`src/rtl/ex_ls_stage_buf.sv`:
```
// rtl/ex_ls_stage_buf.sv - EX->LS stage register with 2-entry skid buffer and registered in_ready.
// Optional perf counters enabled by defining LS_BUF_PERF_EN.
module ex_ls_stage_buf #(
    parameter int unsigned       XLEN      = 64,
    parameter int unsigned       ILEN      = 32,
    parameter int unsigned       CTRL_W    = 5,
    parameter logic [ILEN-1:0]   NOP_INSTR = 'h00000013
) (
    input  logic              clk,
    input  logic              rstn,
    input  logic              flush_i,
    input  logic              in_valid_i,
    output logic              in_ready_o,
    input  logic [XLEN-1:0]   pc_i,
    input  logic [ILEN-1:0]   instr_i,
    input  logic [XLEN-1:0]   rs2_i,
    input  logic [XLEN-1:0]   alures_i,
    input  logic [CTRL_W-1:0] ctrl_i,
    output logic              out_valid_o,
    input  logic              out_ready_i,
    output logic [XLEN-1:0]   pc_o,
    output logic [ILEN-1:0]   instr_o,
    output logic [XLEN-1:0]   rs2_o,
    output logic [XLEN-1:0]   alures_o,
`ifdef LS_BUF_PERF_EN
    output logic [CTRL_W-1:0] ctrl_o,
    output logic [31:0]       stall_cnt_o,
    output logic [31:0]       bubble_cnt_o
`else
    output logic [CTRL_W-1:0] ctrl_o
`endif
);

    localparam int unsigned PW = 3 * XLEN + ILEN + CTRL_W;

    typedef enum logic [1:0] {
        EMPTY = 2'd0,
        BUSY  = 2'd1,
        FULL  = 2'd2
    } state_e;

    state_e        state_q;
    logic          in_ready_q;
    logic          out_valid_q;
    logic [PW-1:0] main_q;
    logic [PW-1:0] skid_q;
    logic [PW-1:0] in_bus;
    logic          in_fire;
    logic          out_fire;

    assign in_bus   = {pc_i, instr_i, rs2_i, alures_i, ctrl_i};
    assign in_fire  = in_valid_i & in_ready_q;
    assign out_fire = out_valid_q & out_ready_i;

    assign in_ready_o  = in_ready_q;
    assign out_valid_o = out_valid_q;
    assign {pc_o, instr_o, rs2_o, alures_o, ctrl_o} = main_q;

    // Ready and valid are registered alongside the state so neither has a combinational path.
    always_ff @(posedge clk or negedge rstn) begin
        if (!rstn) begin
            state_q     <= EMPTY;
            in_ready_q  <= 1'b1;
            out_valid_q <= 1'b0;
            main_q      <= {{XLEN{1'b0}}, NOP_INSTR, {(2 * XLEN + CTRL_W){1'b0}}};
            skid_q      <= '0;
        end else if (flush_i) begin
            state_q     <= EMPTY;
            in_ready_q  <= 1'b1;
            out_valid_q <= 1'b0;
        end else begin
            case (state_q)
                EMPTY: begin
                    if (in_fire) begin
                        main_q      <= in_bus;
                        state_q     <= BUSY;
                        out_valid_q <= 1'b1;
                    end
                end
                BUSY: begin
                    if (in_fire && out_fire) begin
                        main_q <= in_bus;
                    end else if (in_fire) begin
                        skid_q     <= in_bus;
                        state_q    <= FULL;
                        in_ready_q <= 1'b0;
                    end else if (out_fire) begin
                        state_q     <= EMPTY;
                        out_valid_q <= 1'b0;
                    end
                end
                FULL: begin
                    if (out_fire) begin
                        main_q     <= skid_q;
                        state_q    <= BUSY;
                        in_ready_q <= 1'b1;
                    end
                end
                default: begin
                    state_q     <= EMPTY;
                    in_ready_q  <= 1'b1;
                    out_valid_q <= 1'b0;
                end
            endcase
        end
    end

`ifdef LS_BUF_PERF_EN
    logic [31:0] stall_cnt_q;
    logic [31:0] stall_cnt_d;
    logic [31:0] bubble_cnt_q;
    logic [31:0] bubble_cnt_d;

    // Saturating counters; flush deliberately does not clear them.
    always_comb begin
        stall_cnt_d  = stall_cnt_q;
        bubble_cnt_d = bubble_cnt_q;
        if (out_valid_q && !out_ready_i && (stall_cnt_q != 32'hFFFF_FFFF)) begin
            stall_cnt_d = stall_cnt_q + 32'd1;
        end
        if (!out_valid_q && (bubble_cnt_q != 32'hFFFF_FFFF)) begin
            bubble_cnt_d = bubble_cnt_q + 32'd1;
        end
    end

    always_ff @(posedge clk or negedge rstn) begin
        if (!rstn) begin
            stall_cnt_q  <= '0;
            bubble_cnt_q <= '0;
        end else begin
            stall_cnt_q  <= stall_cnt_d;
            bubble_cnt_q <= bubble_cnt_d;
        end
    end

    assign stall_cnt_o  = stall_cnt_q;
    assign bubble_cnt_o = bubble_cnt_q;
`endif

endmodule

```
`config.mk`:
```
export PLATFORM = sky130hd
export DESIGN_NAME = ex_ls_stage_buf
export DESIGN_NICKNAME = d
export VERILOG_FILES = /design/src/rtl/ex_ls_stage_buf.sv
export SDC_FILE = /design/constraint.sdc
export NUM_CORES = 1
export LEC_CHECK = 0
export CAP_MARGIN = 20
export CORE_MARGIN = 2
export CORE_UTILIZATION = 46
export DETAILED_ROUTE_END_ITERATION = 12
export PLACE_DENSITY = 0.81
export SETUP_SLACK_MARGIN = 0.2
export SLEW_MARGIN = 10
export SYNTH_ARGS = -nofsm -noshare
export SYNTH_HDL_FRONTEND = slang
export SYNTH_SLANG_ARGS = --single-unit
```
`constraint.sdc`:
```
create_clock -name clk -period 1.6 [get_ports clk]
set_input_delay 0.24 -clock clk [delete_from_list [all_inputs] [get_ports clk]]
set_output_delay 0.24 -clock clk [all_outputs]
set_load 0.05 [all_outputs]
```
==> results.md <==
* Status: finished, violations left
* Violated checks: setup timing
* Final setup viols at 459
* FMAX at 0.513 GHz
* Final Hold Fails at 0
* I/O pins at 465
* Busiest layer in global routing: met2
* Ys Warns at 0
* Clock-pin slew on the worst setup and hold paths at 60 ps
* Rows at 76
* Num CTS Buffers at 48
* Highest-delay cell along the critical path: dfstp_4
* Post-synth design cell area at 20200 µm²
* Leakage power at 0.0127 µW
* Net count, final at 2071
* Syn nets at 1483
* Most frequent cells in the layout: mux2_2, dfrtp_1, buf_4
* R2R depth at 6
* Final worst path period need at 1950 ps
* Antenna viol nets, final at 0
* Met3 Use GR at 6.21%
* Die area at 45500 µm²
* Place WS at -560 ps
* Share of the clock period used by the worst path at 122%
* DR vias at 12800
* Commonest non-fill, non-tap cell in the layout: mux2_2
* Critical path type: reg -> reg
* Crit path DAT at 2400 ps
* Yosys reg bits at 462
* Die W at 213 µm
* Congestion Overflow GR at 0
* Seq/Total Area, Yosys at 57.4%
* Share of cells above drive strength 1 at 61.8%
* RSZ-0062 raised after global routing: yes
* Final Util at 66.5%
* Crit path top cell by count: buf_12
* Crit-path cells: nand4bb_4, o32ai_4, buf_6, buf_12, buf_12, mux2_2
* CP max FO at 16
* Slew Viols, Final at 0
* Rel. slew slack at 72.4%
* Min-Delay Path Class: in -> async
* Crit-path leading delay family: flip-flops
* WL final at 54.7 mm
* CP Capture Type: register
* Clk buf depth at 3
* Clock sink count at 462
* First-pass GRT wire length at 78.8 mm
* Drt wl/cell at 22.2 µm
* Largest net degree at the start of global routing at 72
* DRT Pass-1 Iters at 4
* Met2 GRT Util at 39.0%
* Max Cap Viol at 0
* CP Launch Type: register
* Power per cell area at 2040 nW/µm²
* Buf/Inv on CP at 3
* Mapped Cells at 1249
* CP required at 2050 ps
* CP peak stage delay at 630 ps
* Slew @ Worst Pin at 414 ps
* Initial antenna violation count at 2
* Core area at 43200 µm²
* WP depth at 6
* IO buf count at 464
* H-Tree Depth at 2
* Die Ht at 213 µm
* Synthesized area per cell at 16.1 µm²
* CTS root buf: clkbuf_16
* Worst Clk Skew at 10.2 ps
* Syn-to-layout area delta at 42.4%
* Distinct cells, synth at 25
* Initial Util at 46.7%
* Hpwl dp at 35.7 mm
* Routability cong. at 0.794
* Vias in the first global route at 14100
* Met1 usage at 26.4%
* Initial DRC count at 527
* Area after DPL at 25700 µm²
* Fin Setup TNS at -130650 ps
* Via/cell ratio at 5.19
* Tot GR Track Use at 22.4%
* Cell area after layout at 28700 µm²
* DRC Markers at 0
* Post-route setup slack at -348 ps
* Power, Total at 58500 µW
* VDD IR-drop max at 1550 µV
* Insertion delay to the later sink of the worst-skew pair at 570 ps
* CTS tree: done
-- registers in the layout, summed over array words and instances, names as in the netlist --
register     cells
in_ready_o       1
main_q         229
out_valid_o      1
skid_q         229
state_q          2
-- logic make-up after synthesis --
logic type | count (synthesis) | share of synthesized area (%)
buffers and inverters | 77 | 3.36
flip-flops | 462 | 57.4
multiplexers | 687 | 38.4
AND/OR/NAND/NOR | 13 | 0.422
AO/OA/AOI/OAI | 10 | 0.484
-- metal layers --
metal / part of all wire [%] / vias to the layer above
met4: 3.5 / 0
met1: 39 / 6610
met5: 0 / -
li1: - / 5695
met3: 6.6 / 107
met2: 51 / 382
-- timing repair --
action	4_1_cts	5_1_grt
gates resized for setup	61	101
endpoints found under the setup margin	690	692
cloned	8	14
buffers inserted	15	1
hold endpoints to repair	315	0
hold buffers	1	0
-- through the flow --
stage                     hold WS, ps  instances
after detailed placement          183       2333
after floorplan                 -55.6       1249
after global placement            180       2333
after global routing              185       2462
final                             197       2464
after CTS                         151       2445
-- final timing paths --
check / from / end / slack, ps
max: in_ready_o / main_q[42] / -350
min: rstn / skid_q[13] / 200
max reg2reg: in_ready_o / main_q[42] / -350
min reg2reg: skid_q[173] / skid_q[173] / 500
max in group asynchronous: rstn / main_q[133] / 660
min in group clk: pc_i[38] / skid_q[203] / 310
-- cells in the mapped netlist --
master	number	area share, %
a211o_1	1	0.043
a211oi_1	1	0.037
a21boi_4	1	0.093
a21o_1	1	0.037
a21oi_1	3	0.074
and3b_1	1	0.043
buf_2	28	0.70
buf_4	2	0.074
buf_6	46	2.6
dfrtp_1	458	57
dfstp_2	4	0.52
inv_1	1	0.019
mux2_2	687	38
nand2_1	2	0.037
nand2b_1	1	0.031
nand3_1	1	0.025
nand3b_1	2	0.074
nand4bb_1	1	0.056
nor2_1	2	0.037
nor2b_1	1	0.031
nor3b_1	1	0.037
nor4bb_1	1	0.050
o21ai_0	1	0.025
o21bai_1	1	0.037
o32ai_4	1	0.14
-- where the power goes --
part           internal (µW)  switching (µW)  total (µW)  leakage, µW
Combinational          11000           15000       26000      0.00636
Clock                   7090            4620       11700     0.000823
Sequential             17400            3290       20700      0.00548
-- area by class of cell --
class,instances,area (µm²)
sequential,462,11600
clock inverter,18,246
tap,585,732
antenna,4,10.0
timing repair buffer,614,6300
multi-input combinational,710,8430
inverter,1,3.75
fill,2984,14500
clock buffer,70,1420
Power figures use the tool's default switching activity.
